**src/rtl/uart_pkg.sv**
```systemverilog
// Shared types and helpers for the parametrised UART core.
// The environment uses frame_len() to size its timeouts.
package uart_pkg;

    typedef enum logic [1:0] {
        PAR_NONE = 2'd0,
        PAR_EVEN = 2'd1,
        PAR_ODD  = 2'd2
    } parity_e;

    typedef enum logic [2:0] {
        TXS_IDLE   = 3'd0,
        TXS_START  = 3'd1,
        TXS_DATA   = 3'd2,
        TXS_PARITY = 3'd3,
        TXS_STOP   = 3'd4
    } tx_state_e;

    typedef enum logic [2:0] {
        RXS_IDLE      = 3'd0,
        RXS_START     = 3'd1,
        RXS_DATA      = 3'd2,
        RXS_PARITY    = 3'd3,
        RXS_STOP      = 3'd4,
        RXS_WAIT_HIGH = 3'd5
    } rx_state_e;

    localparam logic [2:0] TX_IDLE      = TXS_IDLE;
    localparam logic [2:0] TX_START     = TXS_START;
    localparam logic [2:0] TX_DATA      = TXS_DATA;
    localparam logic [2:0] TX_PARITY    = TXS_PARITY;
    localparam logic [2:0] TX_STOP      = TXS_STOP;
    localparam logic [2:0] RX_IDLE      = RXS_IDLE;
    localparam logic [2:0] RX_START     = RXS_START;
    localparam logic [2:0] RX_DATA      = RXS_DATA;
    localparam logic [2:0] RX_PARITY    = RXS_PARITY;
    localparam logic [2:0] RX_STOP      = RXS_STOP;
    localparam logic [2:0] RX_WAIT_HIGH = RXS_WAIT_HIGH;

    function automatic int frame_len(input int data_bits, input int parity,
                                     input int stop_bits, input int clks);
        return (1 + data_bits + ((parity != 0) ? 1 : 0) + stop_bits) * clks;
    endfunction

    // Unused upper bits must be zero so they do not disturb the XOR.
    function automatic logic par_bit(input logic [8:0] data, input parity_e mode);
        par_bit = (mode == PAR_ODD) ? ~(^data) : (^data);
    endfunction

endpackage

```
**src/rtl/uart_bit_timer.sv**
```systemverilog
// Loadable down-counter producing a one-cycle tick every time it reaches zero;
// it reloads CLKS_PER_BIT-1 on its own, so a short first load sets the phase.
module uart_bit_timer #(
    parameter  int CLKS_PER_BIT = 434,
    localparam int W            = $clog2(CLKS_PER_BIT)
) (
    input  logic         clk,
    input  logic         reset,
    input  logic         en_i,
    input  logic         load_i,
    input  logic [W-1:0] load_val_i,
    output logic         tick_o
);

    logic [W-1:0] cnt_q, cnt_d;

    // Next count: explicit load beats the free-running wrap.
    always_comb begin
        cnt_d = cnt_q;
        if (load_i) begin
            cnt_d = load_val_i;
        end else if (en_i) begin
            if (cnt_q == '0) begin
                cnt_d = W'(CLKS_PER_BIT - 1);
            end else begin
                cnt_d = cnt_q - W'(1);
            end
        end else begin
            cnt_d = cnt_q;
        end
    end

    // Counter register.
    always_ff @(posedge clk) begin
        if (reset) begin
            cnt_q <= '0;
        end else begin
            cnt_q <= cnt_d;
        end
    end

    assign tick_o = en_i && !load_i && (cnt_q == '0);

endmodule

```
**src/rtl/uart_core_param.sv**
```systemverilog
// Full-duplex UART with parametrised word length, parity, stop bits and bit
// period. TX and RX share nothing but the clock and reset.
import uart_pkg::*;

module uart_core_param #(
    parameter int DATA_BITS    = 8,
    parameter int PARITY       = 0,
    parameter int STOP_BITS    = 1,
    parameter int CLKS_PER_BIT = 434
) (
    input  logic                 clk,
    input  logic                 reset,
    input  logic                 tx_valid,
    input  logic [DATA_BITS-1:0] tx_data,
    output logic                 tx_ready,
    output logic                 tx_busy,
    output logic                 txd,
    input  logic                 rxd,
    output logic                 rx_valid,
    output logic [DATA_BITS-1:0] rx_data,
    output logic                 rx_parity_err,
    output logic                 rx_frame_err
);

    localparam int             TW        = $clog2(CLKS_PER_BIT);
    localparam logic [TW-1:0]  FULL_LOAD = TW'(CLKS_PER_BIT - 1);
    localparam logic [TW-1:0]  HALF_LOAD = TW'(CLKS_PER_BIT / 2 - 1);
    localparam parity_e        PMODE     = parity_e'(PARITY);
    localparam logic           PAR_EN    = (PARITY != 0);
    localparam logic [3:0]     LAST_DATA = 4'(DATA_BITS - 1);
    localparam logic [3:0]     LAST_STOP = 4'(STOP_BITS - 1);

    logic [2:0]           tx_state_q, tx_state_d;
    logic [DATA_BITS-1:0] tx_shift_q, tx_shift_d;
    logic [3:0]           tx_cnt_q, tx_cnt_d;
    logic                 tx_par_q, tx_par_d;
    logic                 txd_q, txd_d;
    logic                 tx_ready_q, tx_ready_d;
    logic                 tx_busy_q, tx_busy_d;
    logic                 tx_load_s, tx_tick_s;

    uart_bit_timer #(.CLKS_PER_BIT(CLKS_PER_BIT)) u_tx_timer (
        .clk        (clk),
        .reset      (reset),
        .en_i       (tx_busy_q),
        .load_i     (tx_load_s),
        .load_val_i (FULL_LOAD),
        .tick_o     (tx_tick_s)
    );

    // TX sequencing; txd is registered so it changes exactly on bit boundaries.
    always_comb begin
        tx_state_d = tx_state_q;
        tx_shift_d = tx_shift_q;
        tx_cnt_d   = tx_cnt_q;
        tx_par_d   = tx_par_q;
        txd_d      = txd_q;
        tx_ready_d = tx_ready_q;
        tx_busy_d  = tx_busy_q;
        tx_load_s  = 1'b0;
        case (tx_state_q)
            TX_IDLE: begin
                if (tx_valid) begin
                    tx_state_d = TX_START;
                    tx_shift_d = tx_data;
                    tx_par_d   = par_bit(9'(tx_data), PMODE);
                    txd_d      = 1'b0;
                    tx_ready_d = 1'b0;
                    tx_busy_d  = 1'b1;
                    tx_load_s  = 1'b1;
                end else begin
                    tx_state_d = TX_IDLE;
                end
            end
            TX_START: begin
                if (tx_tick_s) begin
                    tx_state_d = TX_DATA;
                    txd_d      = tx_shift_q[0];
                    tx_shift_d = tx_shift_q >> 1;
                    tx_cnt_d   = 4'd0;
                end else begin
                    tx_state_d = TX_START;
                end
            end
            TX_DATA: begin
                if (tx_tick_s && (tx_cnt_q == LAST_DATA)) begin
                    tx_state_d = PAR_EN ? TX_PARITY : TX_STOP;
                    txd_d      = PAR_EN ? tx_par_q : 1'b1;
                    tx_cnt_d   = 4'd0;
                end else if (tx_tick_s) begin
                    txd_d      = tx_shift_q[0];
                    tx_shift_d = tx_shift_q >> 1;
                    tx_cnt_d   = tx_cnt_q + 4'd1;
                end else begin
                    tx_state_d = TX_DATA;
                end
            end
            TX_PARITY: begin
                if (tx_tick_s) begin
                    tx_state_d = TX_STOP;
                    txd_d      = 1'b1;
                    tx_cnt_d   = 4'd0;
                end else begin
                    tx_state_d = TX_PARITY;
                end
            end
            TX_STOP: begin
                if (tx_tick_s && (tx_cnt_q == LAST_STOP)) begin
                    tx_state_d = TX_IDLE;
                    tx_ready_d = 1'b1;
                    tx_busy_d  = 1'b0;
                end else if (tx_tick_s) begin
                    tx_cnt_d   = tx_cnt_q + 4'd1;
                end else begin
                    tx_state_d = TX_STOP;
                end
            end
            default: begin
                tx_state_d = TX_IDLE;
                txd_d      = 1'b1;
                tx_ready_d = 1'b1;
                tx_busy_d  = 1'b0;
            end
        endcase
    end

    // TX registers.
    always_ff @(posedge clk) begin
        if (reset) begin
            tx_state_q <= TX_IDLE;
            tx_shift_q <= '0;
            tx_cnt_q   <= 4'd0;
            tx_par_q   <= 1'b0;
            txd_q      <= 1'b1;
            tx_ready_q <= 1'b1;
            tx_busy_q  <= 1'b0;
        end else begin
            tx_state_q <= tx_state_d;
            tx_shift_q <= tx_shift_d;
            tx_cnt_q   <= tx_cnt_d;
            tx_par_q   <= tx_par_d;
            txd_q      <= txd_d;
            tx_ready_q <= tx_ready_d;
            tx_busy_q  <= tx_busy_d;
        end
    end

    logic                 rx_meta_q, rx_sync_q, rx_prev_q;
    logic [2:0]           rx_state_q, rx_state_d;
    logic [DATA_BITS-1:0] rx_shift_q, rx_shift_d;
    logic [3:0]           rx_cnt_q, rx_cnt_d;
    logic                 rx_par_q, rx_par_d;
    logic                 rx_facc_q, rx_facc_d;
    logic                 rx_valid_q, rx_valid_d;
    logic [DATA_BITS-1:0] rx_data_q, rx_data_d;
    logic                 rx_perr_q, rx_perr_d;
    logic                 rx_ferr_q, rx_ferr_d;
    logic                 rx_en_s, rx_load_s, rx_tick_s;

    assign rx_en_s = (rx_state_q != RX_IDLE) && (rx_state_q != RX_WAIT_HIGH);

    // The first load puts the tick at mid start bit; the wrap then keeps mid-bit.
    uart_bit_timer #(.CLKS_PER_BIT(CLKS_PER_BIT)) u_rx_timer (
        .clk        (clk),
        .reset      (reset),
        .en_i       (rx_en_s),
        .load_i     (rx_load_s),
        .load_val_i (HALF_LOAD),
        .tick_o     (rx_tick_s)
    );

    // RX sequencing on the synchronised line.
    always_comb begin
        rx_state_d = rx_state_q;
        rx_shift_d = rx_shift_q;
        rx_cnt_d   = rx_cnt_q;
        rx_par_d   = rx_par_q;
        rx_facc_d  = rx_facc_q;
        rx_valid_d = 1'b0;
        rx_data_d  = rx_data_q;
        rx_perr_d  = rx_perr_q;
        rx_ferr_d  = rx_ferr_q;
        rx_load_s  = 1'b0;
        case (rx_state_q)
            RX_IDLE: begin
                if (rx_prev_q && !rx_sync_q) begin
                    rx_state_d = RX_START;
                    rx_facc_d  = 1'b0;
                    rx_load_s  = 1'b1;
                end else begin
                    rx_state_d = RX_IDLE;
                end
            end
            RX_START: begin
                if (rx_tick_s) begin
                    rx_state_d = rx_sync_q ? RX_IDLE : RX_DATA;
                    rx_cnt_d   = 4'd0;
                end else begin
                    rx_state_d = RX_START;
                end
            end
            RX_DATA: begin
                if (rx_tick_s) begin
                    rx_shift_d = {rx_sync_q, rx_shift_q[DATA_BITS-1:1]};
                    rx_cnt_d   = (rx_cnt_q == LAST_DATA) ? 4'd0 : (rx_cnt_q + 4'd1);
                    rx_state_d = (rx_cnt_q != LAST_DATA) ? RX_DATA :
                                 (PAR_EN ? RX_PARITY : RX_STOP);
                end else begin
                    rx_state_d = RX_DATA;
                end
            end
            RX_PARITY: begin
                if (rx_tick_s) begin
                    rx_par_d   = rx_sync_q;
                    rx_state_d = RX_STOP;
                end else begin
                    rx_state_d = RX_PARITY;
                end
            end
            RX_STOP: begin
                if (rx_tick_s && (rx_cnt_q == LAST_STOP)) begin
                    rx_valid_d = 1'b1;
                    rx_data_d  = rx_shift_q;
                    rx_ferr_d  = rx_facc_q | ~rx_sync_q;
                    rx_perr_d  = PAR_EN && (rx_par_q != par_bit(9'(rx_shift_q), PMODE));
                    rx_state_d = rx_sync_q ? RX_IDLE : RX_WAIT_HIGH;
                end else if (rx_tick_s) begin
                    rx_facc_d  = rx_facc_q | ~rx_sync_q;
                    rx_cnt_d   = rx_cnt_q + 4'd1;
                end else begin
                    rx_state_d = RX_STOP;
                end
            end
            RX_WAIT_HIGH: begin
                if (rx_sync_q) begin
                    rx_state_d = RX_IDLE;
                end else begin
                    rx_state_d = RX_WAIT_HIGH;
                end
            end
            default: begin
                rx_state_d = RX_IDLE;
            end
        endcase
    end

    // RX registers, including the two-flop synchroniser idling high.
    always_ff @(posedge clk) begin
        if (reset) begin
            rx_meta_q  <= 1'b1;
            rx_sync_q  <= 1'b1;
            rx_prev_q  <= 1'b1;
            rx_state_q <= RX_IDLE;
            rx_shift_q <= '0;
            rx_cnt_q   <= 4'd0;
            rx_par_q   <= 1'b0;
            rx_facc_q  <= 1'b0;
            rx_valid_q <= 1'b0;
            rx_data_q  <= '0;
            rx_perr_q  <= 1'b0;
            rx_ferr_q  <= 1'b0;
        end else begin
            rx_meta_q  <= rxd;
            rx_sync_q  <= rx_meta_q;
            rx_prev_q  <= rx_sync_q;
            rx_state_q <= rx_state_d;
            rx_shift_q <= rx_shift_d;
            rx_cnt_q   <= rx_cnt_d;
            rx_par_q   <= rx_par_d;
            rx_facc_q  <= rx_facc_d;
            rx_valid_q <= rx_valid_d;
            rx_data_q  <= rx_data_d;
            rx_perr_q  <= rx_perr_d;
            rx_ferr_q  <= rx_ferr_d;
        end
    end

    assign tx_ready      = tx_ready_q;
    assign tx_busy       = tx_busy_q;
    assign txd           = txd_q;
    assign rx_valid      = rx_valid_q;
    assign rx_data       = rx_data_q;
    assign rx_parity_err = rx_perr_q;
    assign rx_frame_err  = rx_ferr_q;

endmodule

```
**config.mk**
```make
export PLATFORM = sky130hd
export DESIGN_NAME = uart_core_param
export DESIGN_NICKNAME = d
export VERILOG_FILES = /design/src/rtl/uart_pkg.sv /design/src/rtl/uart_bit_timer.sv /design/src/rtl/uart_core_param.sv
export SDC_FILE = /design/constraint.sdc
export NUM_CORES = 1
export LEC_CHECK = 0
export ABC_AREA = 0
export BUFFER_PORTS_ARGS = -buffer_cell sky130_fd_sc_hd__clkbuf_2
export CORE_AREA = 2 2 105 97
export DETAILED_ROUTE_END_ITERATION = 10
export DIE_AREA = 0 0 107 99
export GPL_TIMING_DRIVEN = 0
export PLACE_DENSITY = 0.55
export SYNTH_ARGS = -nofsm -noshare
export SYNTH_HDL_FRONTEND = slang
export SYNTH_SLANG_ARGS = --single-unit
```
**constraint.sdc**
```tcl
create_clock -name clk -period 2.22 [get_ports clk]
set_input_delay 0.333 -clock clk [delete_from_list [all_inputs] [get_ports clk]]
set_output_delay 0.333 -clock clk [all_outputs]
set_load 0.005 [all_outputs]
```
==> metrics.txt <==
status=finished, final reports clean; core box area=9487 um2; htree depth=3; Worst Path Required=2.48 ns; final worst slack=0.1874 ns; DRT Pass-1 Iters=4; Highest Signal Layer=met4; root buf cell=clkbuf_8; RSZ-0062 raised after global routing=false; vias in the first global route=2662; Worst Setup End Kind=flop; Hold Path Depth=2; Syn-to-layout area delta=14.63%; setup TNS=0 ns; Seq/Total Area, Yosys=0.4014; largest net degree at the start of global routing=14; M1 WL=3622 um; Port Buf Inserts=23; initial antenna violation count=0; # Max-Cap Violations=0; Setup crit start=u_tx_timer.cnt_q[0]; row count=34; residual DRC count=0; # setup viols final=0; total wire length=7282 um; via-per-instance ratio=5.176; CTS sink cnt=65; GP Congestion=0.8594; Hold WS=0.1773 ns; Hold WC Path Type=input pin to flop; all-layer global routing usage=0.1475; Storage cell area=1301 um2; CP cell instances=inv_1 -> ha_1 -> and2b_1 -> nand4_4 -> o31ai_4 -> buf_6 -> nor2_1 -> a211oi_2; Multi-input gate area=1793 um2; First DRT Iteration DRCs=177; synth unique cells=50; wire length per cell=13.24 um; Setup Slack @ Placement=0.2027 ns; Clock Latency Late Sink=0.35 ns; CP startpoint kind=flop; chip height=99 um; Slew headroom=0.4981; Hold Crit Start=rxd; n_diodes=0; global route overflow=0; clock slew at reported path FFs=0.08 ns; first-pass GRT wire length=12540 um; CTS tree=built; CTS Buffer Depth=2; fmax=0.4920 GHz; CTS Buf Count=9; effective utilization at floorplan=0.3417; critical path type=flop to flop; Post-synth EDFFs=0; Hold Violations, Final=0; syn nets=404; crit path max fanout=10; final slew viol count=0; Setup Skew=0.01294 ns; Post-CTS Setup Repair Bufs=0; end point of the critical path=tx_shift_q[6]; arrival time worst endpoint=2.29 ns; Post-Syn Area=3242 um2; post-synthesis average cell area=8.420 um2; cts hold-fix bufs=0; die width=107 um; setup slack, reg-to-reg=0.19 ns; Tmin final=2.033 ns; start of the worst register-to-register path=u_tx_timer.cnt_q[0]; die area=10590 um2; vias post-DR=2847; Nets=438; slowest library cell on the worst path=o31ai_4; number of synthesis warnings=0; Leak Pwr=1.386 nW; Resize count post-CTS=0; cell area power density=757.7 nW/um2; share of layout cells above drive strength 1=0.1627; fin crit share=0.9156; R2R depth=8; fillers=959; DRT antenna net count=0; I/O pins=26; Max VDD drop=0.2854 mV; met2 wire len=3325 um; R2R Path End=tx_shift_q[6]; Gate Count Post-Synth=385; Post-synth ARST share=0; Synth Register Bits=65; Synth Flop Type=dfxtp_1; CP peak stage delay=0.40 ns; Slew @ Worst Pin=0.7528 ns; Final HPWL DP=5138 um; WL met3=260 um
[synthesized netlist by cell type (5+ instances only)]
| master | n | area, um2 |
|---|---|---|
| nand2_1 | 22 | 82.58 |
| xnor2_1 | 6 | 52.55 |
| nor3_1 | 16 | 80.08 |
| or2_2 | 6 | 37.54 |
| inv_1 | 10 | 37.54 |
| o21ai_0 | 20 | 100.1 |
| mux2i_1 | 18 | 180.2 |
| nor2_1 | 52 | 195.2 |
| a21oi_1 | 34 | 170.2 |
| clkbuf_1 | 11 | 41.29 |
| dfxtp_1 | 65 | 1301 |
| a211oi_1 | 7 | 52.55 |
| nand3_1 | 21 | 105.1 |
| buf_2 | 7 | 35.03 |
| a31oi_1 | 8 | 50.05 |
| ha_1 | 7 | 87.58 |
| nor2b_1 | 8 | 50.05 |
| nand3b_1 | 5 | 37.54 |
| nand2b_1 | 5 | 31.28 |
[state kept, by name (all words and copies together), names as in the netlist]
name	cells
rx_cnt_q	4
rx_data	8
rx_facc_q	1
rx_frame_err	1
rx_meta_q	1
rx_prev_q	1
rx_shift_q	8
rx_state_q	3
rx_sync_q	1
rx_valid	1
tx_busy	1
tx_cnt_q	4
tx_ready	1
tx_shift_q	8
tx_state_q	3
txd	1
u_rx_timer.cnt_q	9
u_tx_timer.cnt_q	9
[cell families (layout without fill, tap and decap cells)]
group / Yosys count / after routing / synth area share
fa+ha+maj: 7 / 7 / 0.02702
xor+xnor: 7 / 7 / 0.01891
simple gates: 163 / 163 / 0.2679
other cells: 1 / 1 / 0.001157
flops: 65 / 65 / 0.4014
compound gates: 91 / 91 / 0.1791
mux: 19 / 19 / 0.05905
buf+inv: 32 / 71 / 0.04554
[worst max-delay path: cells and delay by family, from the launching register on]
family / cells / cell delay (ns)
AOI/OAI and AO/OA: 2 / 0.57
and+or+nand+nor: 3 / 0.54
DFF: 1 / 0.35
buffers and inverters: 2 / 0.28
adders and majority gates: 1 / 0.19
[cells in the final DEF, fill, tap and decap left out, types with 5 or more instances in the layout]
cell type / n
a21oi_1: 34
nor2b_1: 8
buf_2: 7
ha_1: 7
xnor2_1: 6
clkbuf_8: 9
a211oi_1: 7
mux2i_1: 18
o21ai_0: 20
nand2_1: 22
or2_2: 6
dfxtp_1: 65
nand3_1: 21
nor3_1: 16
inv_1: 10
nor2_1: 52
clkbuf_1: 11
nand3b_1: 5
clkbuf_2: 23
a31oi_1: 8
nand2b_1: 5
[through the flow]
| step | cells | power (mW) | util | instance area, um2 |
|---|---|---|---|---|
| 2_1_floorplan | 385 | 1.682 | - | 3242 |
| 3_3_place_gp | 534 | 1.798 | 0.3705 | 3515 |
| 3_5_place_dp | 534 | 1.804 | 0.3705 | 3515 |
| 4_1_cts | 550 | 2.847 | 0.3917 | 3716 |
| 5_1_grt | 550 | 2.983 | 0.3917 | 3716 |
| 6_report | 550 | 2.815 | 0.3917 | 3716 |
[per-layer routing]
layer,track usage,up-vias
li1,-,1440
met5,0,-
met2,0.2347,50
met3,0.04563,8
met4,0.04196,0
met1,0.1933,1349
[worst min-delay path by stage]
stage	endpoint	slack [ns]
floorplan	rx_sync_q	0.39
finish	rx_meta_q	0.18
CTS	rx_meta_q	0.17
detailed placement	rx_sync_q	0.40
global route	rx_meta_q	0.17
global placement	rx_sync_q	0.41
[cell type report]
| class | count | area share |
|---|---|---|
| multi-input cells | 288 | 0.4825 |
| flip-flops and latches | 65 | 0.3502 |
| well taps | 126 | 0.04242 |
| clock buffers | 9 | 0.03333 |
| repair buffers | 23 | 0.03098 |
| plain buffers | 22 | 0.02963 |
| clock inverters | 7 | 0.02088 |
| inverters | 10 | 0.01010 |
[where the power goes]
part           total [mW]  leakage [nW]  switching, mW  internal [mW]
Sequential           1.29         0.530         0.0587           1.23
Combinational       0.494         0.756          0.303          0.191
Clock                1.04         0.100          0.507          0.528
Total                2.82          1.39          0.869           1.95
Power figures use the tool's default switching activity.
